## src/rtl/bp_pkg.sv

```systemverilog
// Shared helpers for the gshare branch predictor: counter init/update rules and width helper.
package bp_pkg;

    // History register width; a zero-length history still needs a 1-bit port.
    function automatic int unsigned hist_width(int unsigned hist_bits);
        return (hist_bits == 0) ? 32'd1 : hist_bits;
    endfunction

    // Weakly not-taken: MSB clear, all lower bits set.
    function automatic int unsigned ctr_init(int unsigned ctr_bits);
        return (32'd1 << (ctr_bits - 1)) - 32'd1;
    endfunction

    // Saturating up/down step of a ctr_bits-wide counter.
    function automatic int unsigned sat_update(int unsigned ctr, logic taken,
                                               int unsigned ctr_bits);
        int unsigned ctr_max;
        ctr_max = (32'd1 << ctr_bits) - 32'd1;
        if (taken) begin
            return (ctr >= ctr_max) ? ctr_max : ctr + 32'd1;
        end
        return (ctr == 32'd0) ? 32'd0 : ctr - 32'd1;
    endfunction

endpackage

```

## src/rtl/bp_pht.sv

```systemverilog
// Pattern-history table: array of saturating counters, async read, sync train.
module bp_pht
    import bp_pkg::*;
#(
    parameter int unsigned IDX_BITS = 4,
    parameter int unsigned CTR_BITS = 2
) (
    input  logic                clk,
    input  logic                reset,
    input  logic [IDX_BITS-1:0] rd_idx,
    output logic [CTR_BITS-1:0] rd_ctr,
    input  logic                wr_en,
    input  logic [IDX_BITS-1:0] wr_idx,
    input  logic                wr_taken
);

    localparam int unsigned ENTRIES = 1 << IDX_BITS;
    localparam logic [CTR_BITS-1:0] CTR_RST = CTR_BITS'(ctr_init(CTR_BITS));

    logic [CTR_BITS-1:0] table_q [ENTRIES];

    // Lookup sees the pre-update contents; training lands on the clock edge.
    assign rd_ctr = table_q[rd_idx];

    // Reset every entry, otherwise apply one saturating step to the trained entry.
    always_ff @(posedge clk) begin
        if (reset) begin
            for (int i = 0; i < ENTRIES; i++) begin
                table_q[i] <= CTR_RST;
            end
        end else if (wr_en) begin
            table_q[wr_idx] <= CTR_BITS'(sat_update(32'(table_q[wr_idx]), wr_taken, CTR_BITS));
        end
    end

endmodule

```

## src/rtl/branch_pred_gshare.sv

```systemverilog
// Gshare/bimodal branch predictor: index hashing, global history, mispredict
// redirect and saturating statistics around a PHT of saturating counters.
module branch_pred_gshare
    import bp_pkg::*;
#(
    parameter int unsigned PROG_CTR_WID = 10,
    parameter int unsigned IDX_BITS     = 4,
    parameter int unsigned CTR_BITS     = 2,
    parameter int unsigned HIST_BITS    = 0,
    parameter int unsigned STAT_WID     = 16,
    localparam int unsigned GHR_W       = hist_width(HIST_BITS)
) (
    input  logic                    clk,
    input  logic                    reset,
    // IF/ID lookup
    input  logic                    lookup_valid,
    input  logic [PROG_CTR_WID-1:0] lookup_pc,
    input  logic [PROG_CTR_WID-1:0] lookup_target,
    output logic                    pred_taken,
    output logic [PROG_CTR_WID-1:0] pred_nxt_prog_ctr,
    output logic [GHR_W-1:0]        lookup_ghr,
    // EX resolution
    input  logic                    resolve_valid,
    input  logic [PROG_CTR_WID-1:0] resolve_pc,
    input  logic [PROG_CTR_WID-1:0] resolve_target,
    input  logic                    resolve_taken,
    input  logic                    resolve_pred_taken,
    input  logic [GHR_W-1:0]        resolve_ghr,
    // Redirect and statistics
    output logic                    flush,
    output logic [PROG_CTR_WID-1:0] redirect_prog_ctr,
    output logic [STAT_WID-1:0]     branch_count,
    output logic [STAT_WID-1:0]     mispredict_count
);

    // With no history the XOR term is masked away entirely.
    localparam logic [IDX_BITS-1:0] HIST_MASK = (HIST_BITS == 0) ? '0 : '1;
    localparam logic [STAT_WID-1:0] STAT_MAX  = '1;

    logic [GHR_W-1:0]        ghr_q, ghr_d;
    logic                    flush_q, flush_d;
    logic [PROG_CTR_WID-1:0] redirect_q, redirect_d;
    logic [STAT_WID-1:0]     branch_cnt_q, branch_cnt_d;
    logic [STAT_WID-1:0]     mispred_cnt_q, mispred_cnt_d;

    logic [IDX_BITS-1:0]     look_idx;
    logic [IDX_BITS-1:0]     upd_idx;
    logic [CTR_BITS-1:0]     look_ctr;
    logic                    mispredict;

    // PHT index hashing for both ports.
    always_comb begin
        look_idx = lookup_pc[IDX_BITS-1:0] ^ (IDX_BITS'(ghr_q) & HIST_MASK);
        upd_idx  = resolve_pc[IDX_BITS-1:0] ^ (IDX_BITS'(resolve_ghr) & HIST_MASK);
    end

    bp_pht #(
        .IDX_BITS (IDX_BITS),
        .CTR_BITS (CTR_BITS)
    ) u_pht (
        .clk      (clk),
        .reset    (reset),
        .rd_idx   (look_idx),
        .rd_ctr   (look_ctr),
        .wr_en    (resolve_valid),
        .wr_idx   (upd_idx),
        .wr_taken (resolve_taken)
    );

    // Combinational prediction from current table state.
    always_comb begin
        pred_taken        = lookup_valid & look_ctr[CTR_BITS-1];
        pred_nxt_prog_ctr = pred_taken ? lookup_target : lookup_pc + 1'b1;
        lookup_ghr        = ghr_q;
    end

    assign mispredict = resolve_valid & (resolve_taken != resolve_pred_taken);

    // Next-state for history, redirect and statistics.
    always_comb begin
        ghr_d         = ghr_q;
        flush_d       = mispredict;
        redirect_d    = redirect_q;
        branch_cnt_d  = branch_cnt_q;
        mispred_cnt_d = mispred_cnt_q;

        if (resolve_valid) begin
            // History is non-speculative: shifted only on resolution.
            if (HIST_BITS == 0) begin
                ghr_d = '0;
            end else begin
                ghr_d = GHR_W'({ghr_q, resolve_taken});
            end
            if (branch_cnt_q != STAT_MAX) begin
                branch_cnt_d = branch_cnt_q + 1'b1;
            end
        end

        if (mispredict) begin
            redirect_d = resolve_taken ? resolve_target : resolve_pc + 1'b1;
            if (mispred_cnt_q != STAT_MAX) begin
                mispred_cnt_d = mispred_cnt_q + 1'b1;
            end
        end
    end

    // State registers; reset discards any resolve sampled in the same cycle.
    always_ff @(posedge clk) begin
        if (reset) begin
            ghr_q         <= '0;
            flush_q       <= 1'b0;
            redirect_q    <= '0;
            branch_cnt_q  <= '0;
            mispred_cnt_q <= '0;
        end else begin
            ghr_q         <= ghr_d;
            flush_q       <= flush_d;
            redirect_q    <= redirect_d;
            branch_cnt_q  <= branch_cnt_d;
            mispred_cnt_q <= mispred_cnt_d;
        end
    end

    assign flush             = flush_q;
    assign redirect_prog_ctr = redirect_q;
    assign branch_count      = branch_cnt_q;
    assign mispredict_count  = mispred_cnt_q;

endmodule

```

## config.mk

```make
export PLATFORM = sky130hd
export DESIGN_NAME = branch_pred_gshare
export DESIGN_NICKNAME = d
export VERILOG_FILES = /design/src/rtl/bp_pkg.sv /design/src/rtl/bp_pht.sv /design/src/rtl/branch_pred_gshare.sv
export SDC_FILE = /design/constraint.sdc
export NUM_CORES = 1
export LEC_CHECK = 0
export BUFFER_PORTS_ARGS = -buffer_cell sky130_fd_sc_hd__buf_2
export CAP_MARGIN = 5
export CORE_UTILIZATION = 55
export CTS_CLUSTER_SIZE = 10
export DETAILED_ROUTE_END_ITERATION = 16
export GPL_TIMING_DRIVEN = 0
export PLACE_DENSITY = 0.89
export SLEW_MARGIN = 25
export SYNTH_ARGS = -nofsm -noshare
export SYNTH_HDL_FRONTEND = slang
export SYNTH_SLANG_ARGS = --single-unit
```

## constraint.sdc

```tcl
create_clock -name clk -period 6.2 [get_ports clk]
set_input_delay 0.62 -clock clk [delete_from_list [all_inputs] [get_ports clk]]
set_output_delay 0.62 -clock clk [all_outputs]
set_load 0.02 [all_outputs]
```

Word-level counts from Yosys, hierarchy flattened
Memories as Yosys holds them, arrays and structs flattened.
Cells that the tools add are included.
W data, S select, Z words.
{ "word_totals": {"reg_bits": 43, "ramBits": 32, "out_inout_bits": 55, "word_cells": 40, "mem_count": 1} }
{ "memory_table": {"columns": ["memory", "words", "width", "read_ports", "rd_clocked_by_memory_dff", "write_ports", "line", "source"], "rows": [
  ["u_pht.table_q", 16, 2, 2, 0, 16, "bp_pht.sv:20", "logic [CTR_BITS-1:0] table_q [ENTRIES];"]
]} }
{ "op_classes": {"n_addsub": 6, "magnitude_cmp": 1, "n_eq_ne": 3, "muxes": 19, "bitwise_logic": 2, "reduce_logical": 4} }
{ "op_table": {"columns": ["op", "n"], "rows": [
  ["$add A16 B1 Y16 const B", 2],
  ["$ne A16 B16 Y1 const B", 2],
  ["$add A10 B1 Y10 const B", 2],
  ["$mux W10", 2],
  ["$mux W2", 7],
  ["$mux W1", 9],
  ["$mux W4", 1],
  ["$reduce_and A2 Y1", 2],
  ["$add A2 B1 Y2 const B", 1],
  ["$and A1 B1 Y1", 2],
  ["$ge A2 B2 Y1 const B", 1],
  ["$logic_not A2 Y1", 1],
  ["$reduce_or A2 Y1", 1],
  ["$sub A2 B1 Y2 const B", 1],
  ["$ne A1 B1 Y1", 1]
]} }

Depth between registers and ports, before layout
Gate-level depths: netlist (run 1).
An unclocked memory read counts as a cell.
{ "logic_depth": {"ltp_word": 8, "mapped_depth": 7, "ltp_nobuf": 6} }

Cells and area by module
A second synthesis (run 1) with hierarchy kept.
{ "hier_totals": {"cells_unflattened": 485, "area_unflattened_um2": 4624.4} }
{ "modules_own_cells": {"columns": ["module", "instances", "cells_each", "area_per_inst_um2"], "rows": [
  ["branch_pred_gshare", 1, 330, 2663.8],
  ["bp_pht", 1, 155, 1960.6]
]} }

Least setup slack after synthesis (run 1)
No wires, ideal clock.
{ "synth_timing": {"path_type": "input to output", "startpoint": "input port lookup_pc[0]", "endpoint": "output port pred_nxt_prog_ctr[0]", "arrival_ns": 2.392, "required_ns": 5.580, "setup_slack_ns": 3.188, "stages": 7, "n_path_buf": 2, "path_cell_list": "buf_2 -> mux4_2 -> mux4_2 -> nand2_1 -> buf_6 -> nor2_1 -> a21oi_1"} }
{ "synth_between": {"elab_chain_len": 3} }
{ "synth_rtl": {"columns": ["item", "line", "source"], "rows": [
  ["start, declared", "branch_pred_gshare.sv:17", "input logic [PROG_CTR_WID-1:0] lookup_pc,"],
  ["$mem_v2 Z16 W2", null, null],
  ["$and A1 B1 Y1", "branch_pred_gshare.sv:72", "pred_taken = lookup_valid & look_ctr[CTR_BITS-1];"],
  ["$mux W10 *", "branch_pred_gshare.sv:73", "pred_nxt_prog_ctr = pred_taken ? lookup_target : lookup_pc + 1'b1;"],
  ["end, declared", "branch_pred_gshare.sv:20", "output logic [PROG_CTR_WID-1:0] pred_nxt_prog_ctr,"]
]} }
Mark *: on every way between the ends. The rest lies on a longest branch, timed or not.

Worst setup path after layout (run 1)
Same ends and word-level chain as after synthesis.

==> results of run 1 <==
[per-stage QoR]
stage	area [µm²]	util	hold slack [ns]	cells	setup slack (ns)
detailed placement	4867	0.6604	0.4437	640	2.972
global placement	4867	0.6604	0.4418	640	3.022
CTS	5071	0.6881	0.4555	656	2.970
global route	5071	0.6881	0.4771	656	2.862
finish	5071	0.6881	0.4552	656	2.963
floorplan	4273	-	0.5304	447	3.188
[where the power goes]
part | total, mW | internal [mW] | switching (mW)
Sequential | 0.536 | 0.527 | 0.00897
Combinational | 0.177 | 0.0688 | 0.109
Clock | 0.382 | 0.184 | 0.197
[sequential cells by signal, indices dropped and copies added, names as in the netlist]
name               cells
redirect_prog_ctr     10
mispredict_count      16
flush                  1
branch_count          16
u_pht.table_q         32
[per-layer routing]
layer | GRT usage | wire length, µm | share of wire
met4 | 0.1035 | 206 | 0.019
met3 | 0.05838 | 762 | 0.072
met1 | 0.3326 | 4403 | 0.42
met2 | 0.4625 | 5215 | 0.49
met5 | 0 | 0 | 0
[path summary, 6_finish.rpt]
kind | startpoint | endpoint | slack [ns] | cells past startpoint
worst max register to register | u_pht.table_q[3][1]$_SDFFCE_PN0P_ | u_pht.table_q[11][1]$_SDFFCE_PN0P_ | 3.91 | 6
worst max-delay path | lookup_pc[0] | pred_nxt_prog_ctr[0] | 2.96 | 9
worst min-delay path | redirect_prog_ctr[8]$_SDFFE_PP0P_ | redirect_prog_ctr[8]$_SDFFE_PP0P_ | 0.46 | 2
worst min register to register | redirect_prog_ctr[8]$_SDFFE_PP0P_ | redirect_prog_ctr[8]$_SDFFE_PP0P_ | 0.46 | 2
[area by class of cell]
| type | instances | share of cell area |
|---|---|---|
| well taps | 99 | 0.02443 |
| flip-flops and latches | 75 | 0.3592 |
| repair buffers | 94 | 0.09277 |
| plain buffers | 27 | 0.02985 |
| clock inverters | 5 | 0.008142 |
| clock buffers | 11 | 0.03208 |
| inverters | 9 | 0.006662 |
| multi-input cells | 336 | 0.4468 |
[cells in the final DEF (no fill, tap or decap), drive strengths merged, types with 2 or more instances in the layout]
cell / count
and3: 8
nor2: 61
nor2b: 3
mux2: 2
o211ai: 9
nor3b: 3
nand4: 11
o21a: 2
and2: 7
o41ai: 2
xnor2: 7
o21ai: 20
nand2b: 12
edfxtp: 32
inv: 11
nand3: 23
a211oi: 5
nor4: 2
a21oi: 18
nor3: 19
clkinv: 3
ha: 7
clkbuf: 26
and4: 5
dfxtp: 43
mux4: 13
mux2i: 5
buf: 106
o2111ai: 7
xor2: 27
maj3: 2
nand2: 43
o31ai: 2
[critical path: stages]
cell,delay [ns]
buf_2,0.09
buf_2,0.23
mux4_2,0.54
mux4_2,0.48
nand2_1,0.12
buf_6,0.15
buf_6,0.14
a21oi_1,0.08
buf_2,0.17
[cell families (layout without fill, tap and decap cells)]
logic type | Yosys count | in the layout | share of synthesized area
compound gates | 72 | 72 | 0.1110
xor+xnor | 34 | 34 | 0.06969
fa+ha+maj | 9 | 9 | 0.02694
buf+inv | 36 | 146 | 0.04334
flops | 75 | 75 | 0.4264
mux | 20 | 20 | 0.08814
other cells | 1 | 1 | 0.0008776
simple gates | 200 | 200 | 0.2337
==> impl_metrics.xml, run 1 <==
<?xml version="1.0" encoding="UTF-8"?>
<metrics>
  <group name="cts">
    <metric name="clock-sinks" unit="">75</metric>
    <metric name="clkTransAtPathRegs" unit="ns">0.08</metric>
    <metric name="postCtsSetupRepairBufs" unit="">0</metric>
    <metric name="cts.repair.resized" unit="">0</metric>
    <metric name="cts_tree" unit="">yes</metric>
    <metric name="ctsHoldBuffers" unit="">0</metric>
    <metric name="cts_root_buf" unit="">clkbuf_8</metric>
    <metric name="max-clock-path-buffers" unit="">2</metric>
    <metric name="clock_latency" unit="ns">0.36</metric>
    <metric name="tritoncts.num_buffers" unit="">9</metric>
    <metric name="clock_tree.htree_level_count" unit="">3</metric>
  </group>
  <group name="placement">
    <metric name="dpl_wire_length" unit="µm">7825</metric>
    <metric name="portBuffers" unit="">94</metric>
    <metric name="gp_routability_congestion" unit="">0.8789</metric>
  </group>
  <group name="synth">
    <metric name="netlist.area_leader.share" unit="">0.2249</metric>
    <metric name="synth_enable_flop_cells" unit="">32</metric>
    <metric name="postSynthRegisterBits" unit="">75</metric>
    <metric name="synthArstFlopShare" unit="">0</metric>
    <metric name="post_synth_main_area_contributors" unit="">edfxtp_1 22%, dfxtp_1 20%, xor2_1 5.5%</metric>
    <metric name="synthDominantAreaCellType" unit="">edfxtp_1</metric>
    <metric name="synth.cells.most_frequent" unit="">57 x nor2_1, 43 x dfxtp_1, 43 x nand2_1</metric>
    <metric name="synthesis.instances" unit="">447</metric>
    <metric name="synth.cell_area" unit="µm²">4273</metric>
    <metric name="dominantRegCellSynth" unit="">dfxtp_1</metric>
    <metric name="seq_area_frac_synth" unit="">0.4264</metric>
    <metric name="synthDistinctLibCells" unit="">53</metric>
    <metric name="most_common_cell_in_the_synthesized_netlist" unit="">nor2_1</metric>
    <metric name="synthesis.area_per_instance" unit="µm²">9.559</metric>
    <metric name="yosysWarningCount" unit="">0</metric>
    <metric name="postSynthNetCount" unit="">501</metric>
  </group>
  <group name="routing">
    <metric name="detailedRoute.firstIterationViolations" unit="">214</metric>
    <metric name="wire_per_inst" unit="µm">16.14</metric>
    <metric name="remaining_drc_errors" unit="">0</metric>
    <metric name="post_drt_via_cell_ratio" unit="">5.892</metric>
    <metric name="ant_nets" unit="">0</metric>
    <metric name="finalWirelength" unit="µm">10590</metric>
    <metric name="vias" unit="">3865</metric>
    <metric name="drt_first_pass_iters" unit="">4</metric>
  </group>
  <group name="sta">
    <metric name="max_slew.worst_pin.slew" unit="ns">0.6735</metric>
    <metric name="relSlewSlack" unit="">0.5462</metric>
    <metric name="finalCritPeriodShare" unit="">0.5221</metric>
    <metric name="setup_repair_after_global_routing_missed_its_margin" unit="">no</metric>
    <metric name="finalCriticalPeriod" unit="ns">3.237</metric>
    <metric name="timing_max_transition_violations_final" unit="">0</metric>
    <metric name="timing.clock.skew" unit="ns">0.01492</metric>
    <metric name="timing_hold_violations_final" unit="">0</metric>
    <metric name="setup_viol" unit="">0</metric>
    <metric name="maxClockFrequency" unit="GHz">0.3089</metric>
    <metric name="fin_tns_setup" unit="ns">0</metric>
  </group>
  <group name="global_route">
    <metric name="grt_overflow_total" unit="">0</metric>
    <metric name="grt_pass1_vias" unit="">3717</metric>
    <metric name="global_route.usage.total" unit="">0.2701</metric>
    <metric name="grt_start_max_net_pins" unit="">15</metric>
    <metric name="grt_antenna_before_repair" unit="">0</metric>
    <metric name="grt_pass1_wl" unit="µm">17530</metric>
  </group>
  <group name="die">
    <metric name="number_of_top_level_pins" unit="">102</metric>
    <metric name="die-width" unit="µm">90.14</metric>
    <metric name="fp.dieArea" unit="µm²">8125</metric>
    <metric name="die_outline_height" unit="µm">90.14</metric>
    <metric name="initial_standard_cell_utilization_of_the_core" unit="">0.5798</metric>
    <metric name="floorplan.core_area" unit="µm²">7370</metric>
    <metric name="std_cell_rows" unit="">31</metric>
  </group>
  <group name="worst_hold_path">
    <metric name="hold_path.class" unit="">reg2reg</metric>
  </group>
  <group name="setup_path">
    <metric name="critPathRequiredTime" unit="ns">5.58</metric>
    <metric name="critPathKind" unit="">in2out</metric>
    <metric name="cp_data_arrival_time" unit="ns">2.62</metric>
    <metric name="start_kind" unit="">primary input</metric>
    <metric name="critPathCaptureType" unit="">output port</metric>
    <metric name="worstPathMaxFanout" unit="">10</metric>
  </group>
  <group name="pwr">
    <metric name="cellLeakagePower" unit="nW">1.979</metric>
    <metric name="power_per_cell_area" unit="nW/µm²">216.0</metric>
    <metric name="finalPower" unit="mW">1.095</metric>
    <metric name="worst_ir_drop_vdd" unit="mV">0.1034</metric>
  </group>
  <group name="run_status">
    <metric name="status" unit="">finished clean</metric>
  </group>
  <group name="cells_and_area">
    <metric name="fillCellCount" unit="">562</metric>
    <metric name="multi_input_area" unit="µm²">2266</metric>
    <metric name="insertedDiodeCount" unit="">0</metric>
    <metric name="seq_area" unit="µm²">1822</metric>
    <metric name="share_of_final_layout_standard_cells_stronger_than_drive_strength_1" unit="">0.2657</metric>
    <metric name="area_growth_syn_to_layout" unit="%">18.68</metric>
    <metric name="num-nets-final" unit="">606</metric>
  </group>
  <group name="job">
    <metric name="max-cap-violations" unit="">0</metric>
  </group>
</metrics>
Note: power is estimated with default switching activity, not from simulation.
==> inputs of run 2 (changes only) <==
- CORE_UTILIZATION: 55 -> 54
- PLACE_DENSITY: 0.89 -> 0.87
- clock period: 6.2 -> 3.25 ns (I/O delays scaled with it)
==> impl_metrics.xml, run 2 (synthesized netlist as in run 1, its figures left out) <==
<?xml version="1.0" encoding="UTF-8"?>
<metrics>
  <group name="sta">
    <metric name="finalCritPeriodShare" unit="">0.8309</metric>
    <metric name="timing_hold_violations_final" unit="">0</metric>
    <metric name="timing.clock.skew" unit="ns">0.01088</metric>
    <metric name="max_slew.worst_pin.slew" unit="ns">0.6465</metric>
    <metric name="relSlewSlack" unit="">0.5644</metric>
    <metric name="fin_tns_setup" unit="ns">0</metric>
    <metric name="setup_viol" unit="">0</metric>
    <metric name="finalCriticalPeriod" unit="ns">2.700</metric>
    <metric name="maxClockFrequency" unit="GHz">0.3703</metric>
    <metric name="setup_repair_after_global_routing_missed_its_margin" unit="">no</metric>
    <metric name="timing_max_transition_violations_final" unit="">0</metric>
  </group>
  <group name="pwr">
    <metric name="share_clk_of_total_power" unit="">0.364</metric>
    <metric name="power_per_cell_area" unit="nW/µm²">420.8</metric>
    <metric name="worst_ir_drop_vdd" unit="mV">0.2779</metric>
    <metric name="finalPower" unit="mW">2.145</metric>
    <metric name="cellLeakagePower" unit="nW">1.988</metric>
    <metric name="seqPwrFrac" unit="">0.477</metric>
    <metric name="sw_frac_of_total" unit="">0.2736</metric>
    <metric name="power.net_switching" unit="mW">0.5867</metric>
    <metric name="p_comb_frac" unit="">0.158</metric>
    <metric name="p_int" unit="mW">1.558</metric>
  </group>
  <group name="cells_and_area">
    <metric name="layout_common_cells" unit="">98 x buf_2, 57 x nor2_1, 43 x nand2_1, 43 x dfxtp_1, 32 x edfxtp_1</metric>
    <metric name="largest_register_ffs" unit="">32</metric>
    <metric name="largest-register" unit="">u_pht.table_q</metric>
    <metric name="num-nets-final" unit="">606</metric>
    <metric name="insertedDiodeCount" unit="">0</metric>
    <metric name="fraction_of_the_core_area_covered_by_cells_at_the_end_of_the_flow" unit="">0.6629</metric>
    <metric name="share_of_final_layout_standard_cells_stronger_than_drive_strength_1" unit="">0.2639</metric>
    <metric name="area_growth_syn_to_layout" unit="%">19.27</metric>
    <metric name="most_common_cell_after_layout_fill_and_taps_aside" unit="">buf_2</metric>
    <metric name="fin_area" unit="µm²">5096</metric>
  </group>
  <group name="global_route">
    <metric name="grt_start_max_net_pins" unit="">14</metric>
    <metric name="global_route.usage.total" unit="">0.2661</metric>
    <metric name="grt_overflow_total" unit="">0</metric>
    <metric name="grt_antenna_before_repair" unit="">0</metric>
    <metric name="grt_pass1_vias" unit="">3682</metric>
    <metric name="grt_pass1_wl" unit="µm">17400</metric>
  </group>
  <group name="die">
    <metric name="initial_standard_cell_utilization_of_the_core" unit="">0.5558</metric>
    <metric name="fp.dieArea" unit="µm²">8273</metric>
    <metric name="die_outline_height" unit="µm">90.96</metric>
    <metric name="die-width" unit="µm">90.96</metric>
    <metric name="floorplan.core_area" unit="µm²">7687</metric>
    <metric name="std_cell_rows" unit="">32</metric>
    <metric name="number_of_top_level_pins" unit="">102</metric>
  </group>
  <group name="cts">
    <metric name="cts_tree" unit="">yes</metric>
    <metric name="cts_root_buf" unit="">clkbuf_8</metric>
    <metric name="clkTransAtPathRegs" unit="ns">0.08</metric>
    <metric name="clock-sinks" unit="">75</metric>
    <metric name="clock_tree.htree_level_count" unit="">3</metric>
    <metric name="ctsHoldBuffers" unit="">0</metric>
    <metric name="tritoncts.num_buffers" unit="">9</metric>
    <metric name="postCtsSetupRepairBufs" unit="">0</metric>
    <metric name="clock_latency" unit="ns">0.34</metric>
    <metric name="max-clock-path-buffers" unit="">2</metric>
    <metric name="cts.repair.resized" unit="">0</metric>
  </group>
  <group name="routing">
    <metric name="vias" unit="">3851</metric>
    <metric name="wire_per_inst" unit="µm">16.15</metric>
    <metric name="post_drt_via_cell_ratio" unit="">5.844</metric>
    <metric name="ant_nets" unit="">0</metric>
    <metric name="detailedRoute.firstIterationViolations" unit="">291</metric>
    <metric name="remaining_drc_errors" unit="">0</metric>
    <metric name="drt_first_pass_iters" unit="">6</metric>
    <metric name="finalWirelength" unit="µm">10640</metric>
  </group>
  <group name="setup_path">
    <metric name="critPathCaptureType" unit="">output port</metric>
    <metric name="critPathRequiredTime" unit="ns">2.92</metric>
    <metric name="critical_path.cell_chain" unit="">mux4_2 -&gt; mux4_2 -&gt; nand2_1 -&gt; buf_6 -&gt; buf_6 -&gt; a21oi_1 -&gt; buf_2</metric>
    <metric name="worst-path-buf-inv" unit="">3</metric>
    <metric name="critPathKind" unit="">reg2out</metric>
    <metric name="worstPathMaxFanout" unit="">10</metric>
    <metric name="cp_data_arrival_time" unit="ns">2.38</metric>
    <metric name="worst_path_dominant_cell_family" unit="">multiplexers</metric>
    <metric name="crit_path_top_delay_cell" unit="">mux4_2</metric>
    <metric name="start_kind" unit="">flip-flop</metric>
    <metric name="cp_slowest_stage_delay" unit="ns">0.50</metric>
  </group>
  <group name="placement">
    <metric name="placed_cell_area" unit="µm²">4871</metric>
    <metric name="portBuffers" unit="">94</metric>
    <metric name="dpl_wire_length" unit="µm">7866</metric>
    <metric name="gp_routability_congestion" unit="">0.9239</metric>
  </group>
  <group name="run_status">
    <metric name="status" unit="">finished clean</metric>
  </group>
  <group name="job">
    <metric name="max-cap-violations" unit="">0</metric>
  </group>
  <group name="worst_hold_path">
    <metric name="hold_path.class" unit="">in2reg</metric>
  </group>
</metrics>
## run 2: cell types whose count changed in the layout (fill, tap and decap cells not counted), sizes merged
cell    previous run  this run
clkinv             3         2
clkbuf            26        28
inv               11        10
## run 2: cell type report
cell class              instances  area [µm²]
fillers                       612        2591
plain buffers                  27       151.4
clock buffers                  13       202.7
well taps                     102       127.6
inverters                       9       33.78
multi-input cells             336        2266
flip-flops and latches         75        1822
clock inverters                 3       22.52
repair buffers                 94       470.5
## run 2: worst register-to-register path, cell delays in order (launching register included)
cell	delay [ns]
edfxtp_1	0.43
mux4_1	0.55
a22o_1	0.29
a211oi_4	0.26
maj3_4	0.30
buf_8	0.17
nor3_2	0.05
## run 2: path summary, 6_finish.rpt
path	startpoint	to	slack, ns	cells past startpoint
max	u_pht.table_q[13][1]$_SDFFCE_PN0P_	pred_nxt_prog_ctr[0]	0.55	7
min	resolve_target[2]	redirect_prog_ctr[2]$_SDFFE_PP0P_	0.32	3
max reg2reg	u_pht.table_q[2][1]$_SDFFCE_PN0P_	u_pht.table_q[10][1]$_SDFFCE_PN0P_	0.93	6
min reg2reg	redirect_prog_ctr[6]$_SDFFE_PP0P_	redirect_prog_ctr[6]$_SDFFE_PP0P_	0.46	2
## run 2: metal layers
metal  track usage  vias to the layer above  wire length (µm)
li1              -                     1824                 -
met1        0.3386                     1823              4386
met2        0.4564                      178              5268
met3       0.05025                       26               778
met4       0.08730                        0               210
met5             0                        -                 0
## run 2: stage by stage
| stage | setup WS, ns | std cells | hold slack [ns] |
|---|---|---|---|
| floorplan | 0.8278 | 447 | 0.5212 |
| global placement | 0.6718 | 643 | 0.4406 |
| detailed placement | 0.6322 | 643 | 0.4491 |
| CTS | 0.5370 | 659 | 0.3097 |
| global route | 0.4537 | 659 | 0.3142 |
| finish | 0.5497 | 659 | 0.3173 |
## run 2: power by group through the flow
stage	combinational (mW)	sequential [mW]	clock [mW]
floorplan	0.211	1.06	0
global placement	0.325	1.04	0
detailed placement	0.336	1.04	0
CTS	0.338	1.02	0.783
global route	0.368	1.03	0.821
finish	0.340	1.02	0.782
